$ cat config.mk
export PLATFORM = sky130hd
export DESIGN_NAME = random_ball_launcher
export DESIGN_NICKNAME = d
export VERILOG_FILES = /design/src/rtl/random_ball_launcher.sv
export SDC_FILE = /design/constraint.sdc
export NUM_CORES = 1
export LEC_CHECK = 0
export CAP_MARGIN = 5
export CORE_MARGIN = 2
export CORE_UTILIZATION = 45
export CTS_BUF_LIST = sky130_fd_sc_hd__clkbuf_8
export DETAILED_ROUTE_END_ITERATION = 10
export DONT_BUFFER_PORTS = 1
export PLACE_DENSITY = 0.65
export SLEW_MARGIN = 20
export SYNTH_ARGS = -nofsm -noshare
export SYNTH_HDL_FRONTEND = slang
export SYNTH_SLANG_ARGS = --single-unit
$ cat constraint.sdc
create_clock -name clk -period 9.8 [get_ports clk]
set_input_delay 0.98 -clock clk [delete_from_list [all_inputs] [get_ports clk]]
set_output_delay 0.98 -clock clk [all_outputs]
set_load 0.1 [all_outputs]
$ cat src/rtl/random_ball_launcher.sv
// Serve-parameter generator: mixes an external count into a 16-bit Galois LFSR
// and derives a registered serve position, speed and signed launch angle from it.
module random_ball_launcher #(
  parameter int N       = 183,
  parameter int X_SERVE = 64,
  parameter int Y_BASE  = 48
) (
  input  logic        clk,
  input  logic        rst,
  input  logic        en,
  input  logic [8:0]  cnt,
  output logic [21:0] ball_location,
  output logic [15:0] ball_velocity,
  output logic [15:0] ball_angle
);

  localparam logic [15:0] LFSR_MASK = 16'hB400;
  localparam logic [15:0] LFSR_SEED = 16'hACE1;
  localparam logic [8:0]  N_W       = 9'(N);
  localparam logic [10:0] X_W       = 11'(X_SERVE);
  localparam logic [10:0] Y_W       = 11'(Y_BASE);
  localparam logic [15:0] HALF_W    = 16'(N >> 1);

  logic [15:0] lfsr;

  logic [15:0]        mix;
  logic [15:0]        nxt;
  logic [7:0]         ang_idx;
  logic [7:0]         y_off;
  logic signed [15:0] ang_s;
  logic [10:0]        y_pos;
  logic [15:0]        vel;

  function automatic logic [15:0] lfsr_step(input logic [15:0] s);
    return (s >> 1) ^ (s[0] ? LFSR_MASK : 16'h0000);
  endfunction

  // An 8-bit value is always below 2N for legal N, so one compare-subtract suffices.
  function automatic logic [7:0] mod_n(input logic [7:0] v);
    logic [8:0] w;
    w = {1'b0, v};
    if (w >= N_W) w = w - N_W;
    return w[7:0];
  endfunction

  always_comb begin
    mix = lfsr ^ {7'b0, cnt};
    if (mix == 16'h0000) mix = LFSR_SEED;
    nxt     = lfsr_step(mix);
    ang_idx = mod_n(nxt[7:0]);
    y_off   = mod_n(nxt[15:8]);
    ang_s   = $signed({8'b0, ang_idx}) - $signed(HALF_W);
    y_pos   = Y_W + {3'b0, y_off};
    vel     = 16'd2 + {12'b0, nxt[3:0] ^ nxt[15:12]};
  end

  // Output stage: state and all fields update together on the same edge.
  always_ff @(posedge clk) begin
    if (rst) begin
      lfsr          <= LFSR_SEED;
      ball_location <= {X_W, Y_W + HALF_W[10:0]};
      ball_velocity <= 16'd2;
      ball_angle    <= 16'd0;
    end else if (en) begin
      lfsr          <= nxt;
      ball_location <= {X_W, y_pos};
      ball_velocity <= vel;
      ball_angle    <= ang_s;
    end
  end

endmodule

After elaboration in Yosys (flattened, before gate mapping). Index checks and enable logic that the tools add are counted.

Magnitude comparators: 2. Mux-type cells: 4. Bitwise gates (word level): 3. $add $sub $neg: 5. Reduce and logical (&&, ||, !) cells: 1.

Operator list (number): $mux W16 (2); $ge A8 B8 Y1 const B (2); $logic_not A16 Y1 (1); $mux W8 (2); $sub A8 B8 Y8 const B (2); $xor A15 B16 Y16 (1); $xor A16 B9 Y16 (1); $add A6 B8 Y9 const A (1); $sub A8 B7 Y9 const B (1); $add A2 B4 Y5 const A (1); $xor A4 B4 Y4 (1).

Input port bits: 12. Bits in registers: 59. Logic and storage cells: 19. Output and inout bits: 54.

Logic depth before layout (Yosys ltp).
Depth after elaboration: 8. Mapped depth: 14. Mapped depth without buffers: 12.

Least setup slack after synthesis. OpenSTA, ideal clock, no wires.

Kind: input-to-reg. Start: in cnt[8]. End: reg ball_location[3]. Setup slack: 5756 ps. Buffers on the path: 1. Setup time: 120 ps. Cell stages on the path: 12. Arrival time: 3924 ps. Data required time: 9680 ps. Path through: xor2_1 or4_4 or3_1 buf_6 or2b_1 ha_1 a21oi_1 o31a_1 o21ai_0 o31ai_1 xnor2_1 a211o_1.

Elaborated cells on any way between the ends: 9. Classes of those cells: 2 x add/sub; 1 x order compare; 3 x mux; 2 x bitwise; 1 x reduce/logical.

RTL lines: start, declared (line 11) `input logic [8:0] cnt,`; $xor A16 B9 Y16 (*) (line 47) `mix = lfsr ^ {7'b0, cnt};`; $logic_not A16 Y1 (*) (line 48) `if (mix == 16'h0000) mix = LFSR_SEED;`; $mux W16 (*) (line 48); net mix[10] (line 26) `logic [15:0] mix;`; $xor A15 B16 Y16 (*) (line 35) `return (s >> 1) ^ (s[0] ? LFSR_MASK : 16'h0000);`; $sub A8 B8 Y8 or $ge A8 B8 Y1 (tied branches) (line 42) `if (w >= N_W) w = w - N_W;`; $mux W8 (*) (line 42); $add A6 B8 Y9 (*) (line 53) `y_pos = Y_W + {3'b0, y_off};`; end signal, assigned (line 61) `ball_location <= {X_W, Y_W + HALF_W[10:0]};`; end signal, assigned (line 66) `ball_location <= {X_W, y_pos};`; end, declared (line 12) `output logic [21:0] ball_location,`.

The timed path passes the listed nets; every way through them passes the cells marked *. A chain may end at the register's enable or synchronous reset.

Final worst setup path.
Start: in cnt[0]. End: reg ball_location[3].

The elaborated chain is that of the path after synthesis.

==> impl_metrics.csv <==
group,metric,value,unit
status,status,"complete, no violations",
setup_path,cp_cell_sequence,"xnor2_2 > nand4_2 > or3_1 > or2b_1 > ha_1 > a21oi_1 > o31a_1 > o21ai_0 > o31ai_1 > xnor2_1 > a211o_1",
setup_path,crit_slowest_cell,"xnor2_2",
synthesis,ys_top_cells_by_count,"39 x dfxtp_1, 34 x nor2_1, 31 x buf_4",
synthesis,synth_fa_ha_area_share,2.488,%
clocking,insertion_delay,0.29,ns
layout,finalNonFillerCells,353,
synthesis,synth_mux_area_share,3.582,%
clocking,h-tree-depth,2,
route,wl_per_cell,14.73,um
route,via_per_inst,5.550,
synthesis,ys_seq_area_share,31.04,%
synthesis,ys_warn_count,0,
clocking,root_buffer,"clkbuf_8",
clocking,cts_inserted_buffers,5,
run,drv_cap,0,
die,die-width,78.76,um
die,dieArea,6202,um2
layout,utilization,46.49,%
synthesis,synth_cell_types,55,
layout,final_nets,298,
global_routing,grt_use_met3,6.705,%
synthesis,synth_edf_count,0,
sta,drv_slew,0,
setup_path,end_kind,"register",
setup_path,critPathKind,"in2reg",
die,fp-row-count,27,
sta,skew,0.005436,ns
global_routing,grt-busiest-layer,"met2",
power,leakage,0.9897,nW
placement,hpwl,3740,um
synthesis,syn_area,2515,um2
synthesis,avgSynthCellArea,8.496,um2
clocking,clock_path_buffers,2,
die,core_area,5439,um2
sta,worst_pin_slew,0.9921,ns
route,drt_iter0_drc,107,
clocking,path_clk_slew,0.08,ns
layout,fin_area,2529,um2
hold_path,min_path_cells,2,
placement,port_buffers,0,
setup_path,crit_buf_inv,0,
global_routing,grt-ovfl-total,0,
sta,tns,0,ns
layout,diodes,0,
clocking,hold_buffers,0,
synthesis,synth_seq_cells,39,
route,route.vias.total,1959,
synthesis,synth-simple-area-share,16.32,%
global_routing,grt_pass1_vias,1792,
placement,place_inst,346,
synthesis,synth_most_common_cell,"dfxtp_1",
synthesis,synth_top_family_by_area,"compound AO/OA/AOI/OAI gates",
setup_path,cp-start-kind,"primary input",
synthesis,synth-xor-area-share,12.39,%
sta,max_freq,242.8,MHz
sta,period_needed,4.118,ns
setup_path,cp.depth,11,
clocking,cts-resized-gates,0,
sta,setup_viol,0,
die,ios,66,
route,drtPass1Iterations,5,
layout,nFillCells,532,
setup_path,cp_data_arrival_time,4.31,ns
clocking,clock_sinks,39,
synthesis,synthCells,296,
synthesis,async_flop_share,0,%
global_routing,grt_usage,17.61,%
die,die_height,78.76,um
sta,min_period_over_period,42.03,%
layout,drive_gt1_share,7.117,%
setup_path,r2r_cells,11,
placement,place.gp.congestion,0.9708,
power,peakVddDrop,0.00009707,V
synthesis,synth_ff_type,"dfxtp_1",
setup_path,cp_data_required_time,9.99,ns
die,start_util,46.24,%
sta,rsz0062_at_grt,"no",
route,wl,5198,um
placement,dpl_cell_area,2426,um2
synthesis,ys_top_cells_by_area,"dfxtp_1 31%, buf_4 9.3%, xnor2_1 6.3%, nor2_1 5.1%, xor2_1 4.2%",
global_routing,antenna_found_initial,0,
sta,maxSlewHeadroom,33.77,%
global_routing,grtUsageMet2,26.07,%
setup_path,cpPeakStageDelay,0.62,ns
global_routing,grt_pass1_wl,8721,um
sta,hold_viol,0,
synthesis,synth.top_cell.area_share,31.04,%
hold_path,hold_class,"reg2reg",
clocking,cts_tree,"yes",
route,drc_errors,0,
setup_path,crit_family,"compound AO/OA/AOI/OAI gates",
global_routing,grt_max_degree,41,
layout,area_growth,0.5475,%
clocking,cts_setup_buffers,0,
global_routing,met1_usage,22.85,%
synthesis,yosys.area.top_type,"dfxtp_1",
setup_path,cp_max_fo,18,
synthesis,synth_compound_area_share,21.34,%
power,power_density,241.2,nW/um2
route,ant_nets,0,
## power breakdown
part	leakage [nW]	total, mW	internal (mW)	switching, mW
clock	0.0554	0.129	0.0736	0.0550
sequential	0.324	0.296	0.177	0.118
combinational	0.610	0.186	0.0557	0.130
## path summary, 6_finish.rpt
path / from / end / slack, ns
hold reg to reg: lfsr[2]$_SDFFE_PP0P_ / lfsr[2]$_SDFFE_PP0P_ / 0.49
setup reg to reg: lfsr[0]$_SDFFE_PP1P_ / ball_location[3]$_SDFFE_PP1P_ / 5.99
setup / recovery: cnt[0] / ball_location[3]$_SDFFE_PP1P_ / 5.68
hold / removal: lfsr[2]$_SDFFE_PP0P_ / lfsr[2]$_SDFFE_PP0P_ / 0.49
## logic make-up after synthesis
| kind of cell | Yosys count |
|---|---|
| AND/OR/NAND/NOR | 82 |
| flip-flops | 39 |
| XOR/XNOR | 33 |
| other | 2 |
| adder cells (fa/ha/maj) | 5 |
| AO/OA/AOI/OAI | 75 |
| multiplexers | 9 |
| buffers and inverters | 51 |
## state kept, by name, indices dropped and copies added, names as in the netlist
| name | count |
|---|---|
| ball_angle | 9 |
| ball_location | 9 |
| ball_velocity | 5 |
| lfsr | 16 |
## through the flow
stage / hold slack, ns / setup WS (ns) / power (mW)
finish: 0.4906 / 5.682 / 0.6100
global route: 0.5489 / 5.355 / 0.6390
CTS: 0.4960 / 5.714 / 0.6146
detailed placement: 0.4856 / 5.398 / 0.4839
global placement: 0.4814 / 5.513 / 0.4817
floorplan: 0.4740 / 5.756 / 0.4713
## placed cells by master (no fill, tap or decap), drive strengths merged, types with 9 or more instances in the layout
cell type,netlist,layout
a211oi,14,14
a21oi,13,13
conb,2,24
dfxtp,39,39
mux2i,9,9
nand2,17,17
nor2,34,34
nor3,9,9
o21ai,12,12
xnor2,19,19
xor2,14,14
## per-layer routing
layer	share of wire [%]	vias to the layer above	wire length, um
met3	10	15	526
met5	0	-	0
met4	2.2	0	116
met2	43	84	2259
li1	-	971	-
met1	44	889	2294
## tightest hold or removal path, cell delays in order (launching register included)
cell,delay [ns]
dfxtp_1,0.32
nor2_1,0.08
a211oi_1,0.05
## cell type report
type	count	area [um2]	area share [%]
multi-input cells	228	1501	59.38
flip-flops and latches	39	784.5	31.02
well taps	72	90.09	3.563
clock buffers	5	68.82	2.721
clock inverters	2	33.78	1.336
repair buffers	1	27.53	1.089
inverters	6	22.52	0.8906
Power figures use the tool's default switching activity.
==> RTL change 1 (same settings) <==
Reset style: asynchronous (`rst`), changed in one clocked block.
--- a/src/rtl/random_ball_launcher.sv
+++ b/src/rtl/random_ball_launcher.sv
@@ -55,7 +55,7 @@
   end
 
   // Output stage: state and all fields update together on the same edge.
-  always_ff @(posedge clk) begin
+  always_ff @(posedge clk or posedge rst) begin
     if (rst) begin
       lfsr          <= LFSR_SEED;
       ball_location <= {X_W, Y_W + HALF_W[10:0]};
Function: differs if rst is asserted again (counterexample within 4 cycles, from zero or initial values and one cycle with rst high); with rst held inactive, the same outputs for 4 cycles.
==> RTL change 1 against the unedited design <==
Synthesized area increased by 6.3%. Sequential share of layout area increased by 5.7 points. Count of clock-buffer cells in the layout increased by 1. Global-route usage decreased by 1.7 points. Wire length decreased by 5.4%. Fmax decreased by 0.29%. First-iteration DRC count increased by 75%. Setup slack got worse by 12 ps. Cell area increased by 7.3%. Sequential cell count unchanged. Critical endpoint is now ball_location[6].
Power is left out: the tool's default activity adds up to more than one toggle a clock period on the data nets, which glitch-free logic cannot reach.
==> RTL change 1: results (changes against the unedited design) <==
M3 GR Usage=4.67% (-2.0 points); placed cells=320 (-7.5%); register area share after synthesis=37.1% (+6.1 points); Main synth FF type=dfrtp_1; mux cell area share after synthesis=7.68% (+4.1 points); met3 WL=310 um (-41%); final net count=269 (-9.7%); Global Route met1 Usage=20.5% (-2.3 points); register area=996 um^2 (+27%); final hold slack=515 ps (+24.2 ps); layout cell share with drive strength beyond 1=23.7% (+17 points); FF-to-FF setup slack=5890 ps (-100 ps); xor-xnor portion of the synthesized cell area=14.3% (+1.9 points); Worst Skew=9.43 ps (+3.99 ps); met2 Use GR=25.3% (-0.78 points); min-delay src=lfsr[6]; Rel. slew slack=40.0% (+6.2 points); Synth Area in Compound Gates=14.7% (-6.7 points); pre-CTS WS=5430 ps (+35.7 ps); DP Area=2590 um^2 (+6.8%); worst endpoint data arrival time=4330 ps (+20 ps); post-synthesis cell count=262 (-11%); status=finished clean; DR WL met2=2260 um (+0.18%); Vias/cell=5.22 (-5.9%); first-pass GRT wire length=8040 um (-7.8%); top cells by area, synth=dfrtp_1 24%, dfstp_2 13%, buf_4 9.0%, xnor2_1 6.9%, mux2_2 6.7%; r2r worst-path depth=15 (+4); Pre-antenna DRT Iters=4 (-1); crit path time final=4130 ps (+12.0 ps); CP Launch Point=cnt[1]; WL met1=2290 um (-0.26%); Initial DRC Count=187 (+75%); GRT Total Usage=15.9% (-1.7 points); commonest cells in the synthesized netlist=32 x buf_4, 26 x dfrtp_1, 24 x nor2_1, 22 x a21oi_1, 21 x xnor2_1; Crit Path Max Fanout=12 (-6); setup TNS=0 ps (unchanged); Ant. Diodes=0 (unchanged); WHS Endpoint=lfsr[6]; non-filler instance count after layout=328 (-7.1%); gpl congestion=0.852 (-12%); Adder-Cell Fraction of Synth Area=2.34% (-0.15 points); largest net degree at the start of global routing=59 (+44%); Async S/R FF share, synth=100% (+100 points); DP HPWL=3500 um (-6.4%); post-DR wirelength/cell=15.0 um (+1.8%); fillcell total=561 (+5.5%); vias in the first global route=1675 (-6.5%); Clock Tree Buf Depth=2 (unchanged); Netlist cell types=58 (+5.5%); CTS Buf Count=5 (unchanged); Setup crit end=ball_location[6]; r2r startpoint=lfsr[1]
-- RTL change 1: layout make-up --
cell class	count	area share [%]
flip-flops and latches	39	36.7
clock inverters	2	1.43
clock buffers	6	3.04
inverters	8	1.11
multi-input cells	196	53.0
repair buffers	2	1.29
well taps	75	3.46
-- RTL change 1: kinds of logic (layout without fill, tap and decap cells) --
| family | after synthesis | in the layout |
|---|---|---|
| and+or+nand+nor | 54 | 54 |
| AOI/OAI and AO/OA | 59 | 59 |
| buffers and inverters | 49 | 18 |
| other | 2 | 24 |
| adders and majority gates | 5 | 5 |
| muxes | 18 | 18 |
| xor gates and xnor gates | 36 | 36 |
| DFF | 39 | 39 |
-- RTL change 1: critical path, cell delays in order --
cell and delay [ps]:
xnor2_2 250, inv_2 110, nor4_1 390, nand4_1 470, nand2b_1 280, ha_1 210
nor2b_1 140, o21a_1 130, o21ai_0 100, a211oi_1 290, o21ai_0 140, and2_1 210
ha_1 200, xor2_1 160, mux2_2 270
==> RTL change 2 (config.mk and constraints unchanged) <==
Made on the original files. `N`: 183 -> 137.
--- a/src/rtl/random_ball_launcher.sv
+++ b/src/rtl/random_ball_launcher.sv
@@ -1,7 +1,7 @@
 // Serve-parameter generator: mixes an external count into a 16-bit Galois LFSR
 // and derives a registered serve position, speed and signed launch angle from it.
 module random_ball_launcher #(
-  parameter int N       = 183,
+  parameter int N       = 137,
   parameter int X_SERVE = 64,
   parameter int Y_BASE  = 48
 ) (
Function: changed (Yosys sat finds a counterexample within 4 cycles, from zero or initial values and one cycle with rst high).
==> RTL change 2 against the unedited design <==
Wire length is 14% higher. Setup slack worse by 220 ps. Power is 1.5% lower. Critical path type unchanged. Synthesized area is 7.9% higher. Sequential cell count stayed put. Cell area is 7.4% higher. Largest cell class unchanged. First-iteration DRC count is 3.7% higher. Critical path depth is 1 higher.
==> RTL change 2: results (changes against the unedited design) <==
LEAKAGE=1.09 nW (+9.8%); DP Area=2630 um^2 (+8.4%); Global Route met1 Usage=27.7% (+4.9 points); top cells by area, synth=dfxtp_1 29%, buf_4 8.6%, xnor2_1 6.8%, nor2_1 6.5%, mux2i_1 5.9%; Initial DRC Count=111 (+3.7%); vias in the first global route=1977 (+10%); final net count=340 (+14%); Hold Path Class=register to register; layout cell share with drive strength beyond 1=6.52% (-0.60 points); worst skew pair latency=290 ps (about the same); M3 GR Usage=4.84% (-1.9 points); pre-CTS WS=5270 ps (-131 ps); met2 Use GR=26.6% (+0.57 points); gpl congestion=0.938 (-3.4%); biggest registers after layout=lfsr (16), ball_angle (9), ball_location (9); status=finished clean; placed cells=390 (+13%); DP HPWL=4260 um (+14%); post-DR wirelength/cell=14.9 um (+0.96%); register area share after synthesis=28.8% (-2.3 points); GRT Total Usage=18.6% (+0.96 points); Netlist cell types=53 (-3.6%); post-CTS setup buffers=0 (unchanged); worst endpoint data arrival time=4520 ps (+210 ps); root buffer cell=clkbuf_8; Avg Cell Area, Syn=8.01 um^2 (-5.8%); Worst-path clk slew=80 ps (about the same); Switching Power=306 uW (+0.78%); vias post-DR=2221 (+13%); worst-margin pin slew=1160 ps (+164 ps); Crit Path Max Fanout=7 (-11); first-pass GRT wire length=9620 um (+10%); Peak VDD IR=125 uV (+29%); non-filler instance count after layout=397 (+12%); largest net degree at the start of global routing=49 (+20%); Worst Skew=4.64 ps (-0.797 ps); Pre-antenna DRT Iters=5 (unchanged); commonest cells in the synthesized netlist=47 x nor2_1, 39 x dfxtp_1, 31 x buf_4, 30 x nand2_1, 21 x xnor2_1
==> RTL change 2: changes by cell type after synthesis, moves of 3 or more <==
cell and delta:
xor2_1 -4, o21ai_0 +7, nor2_1 +13, o22ai_1 +4, xnor2_1 +3, a22o_1 -4
nand2_1 +13, mux2i_1 +7, inv_1 +4, a211o_1 -5
==> RTL change 2: metal layers <==
| metal | vias up | wire [um] |
|---|---|---|
| met5 | - | 0 |
| li1 | 1091 | - |
| met4 | 0 | 47 |
| met1 | 1017 | 2910 |
| met3 | 7 | 456 |
| met2 | 106 | 2490 |
==> RTL change 2: critical path, cell delays in order <==
cell,delay (ps)
xnor2_2,270
inv_1,150
nor4_1,720
a21oi_1,290
ha_1,370
nand2_1,110
o21ai_0,70
a31oi_1,450
nor2_1,100
or4_1,520
and2_4,190
a221o_1,280
==> RTL change 2: final cells by class <==
| class | instances | area (um^2) |
|---|---|---|
| fill | 586 | 3170 |
| multi-input combinational | 266 | 1690 |
| sequential | 39 | 785 |
| tap | 75 | 93.8 |
| clock buffer | 6 | 82.6 |
| inverter | 9 | 33.8 |
| timing repair buffer | 1 | 27.5 |
| clock inverter | 1 | 5.00 |
==> RTL change 2: path summary, 6_finish.rpt <==
kind                            startpoint                to  slack [ps]  cells after the start
worst max-delay path                cnt[1]  ball_location[7]        5470                     12
worst min-delay path               lfsr[2]           lfsr[2]         510                      2
worst max register to register     lfsr[1]  ball_location[7]        5780                     12
worst min register to register     lfsr[2]           lfsr[2]         510                      2
==> RTL change 2: power by group through the flow <==
stage / logic [mW] / registers [mW] / clock network [mW]
final: 0.195 / 0.295 / 0.111
after global routing: 0.213 / 0.299 / 0.119
after CTS: 0.194 / 0.295 / 0.114
after detailed placement: 0.193 / 0.299 / 0
after global placement: 0.192 / 0.298 / 0
after floorplan: 0.196 / 0.280 / 0
==> RTL change 2: cell families (layout without fill, tap and decap cells) <==
family | Yosys count | after routing | share of synthesized area (%)
xor gates and xnor gates | 32 | 32 | 12.0
muxes | 16 | 16 | 5.90
AOI/OAI and AO/OA | 80 | 80 | 19.5
buffers and inverters | 56 | 17 | 12.0
other | 2 | 24 | 0.277
adders and majority gates | 6 | 6 | 2.77
DFF | 39 | 39 | 28.8
and+or+nand+nor | 108 | 108 | 18.7
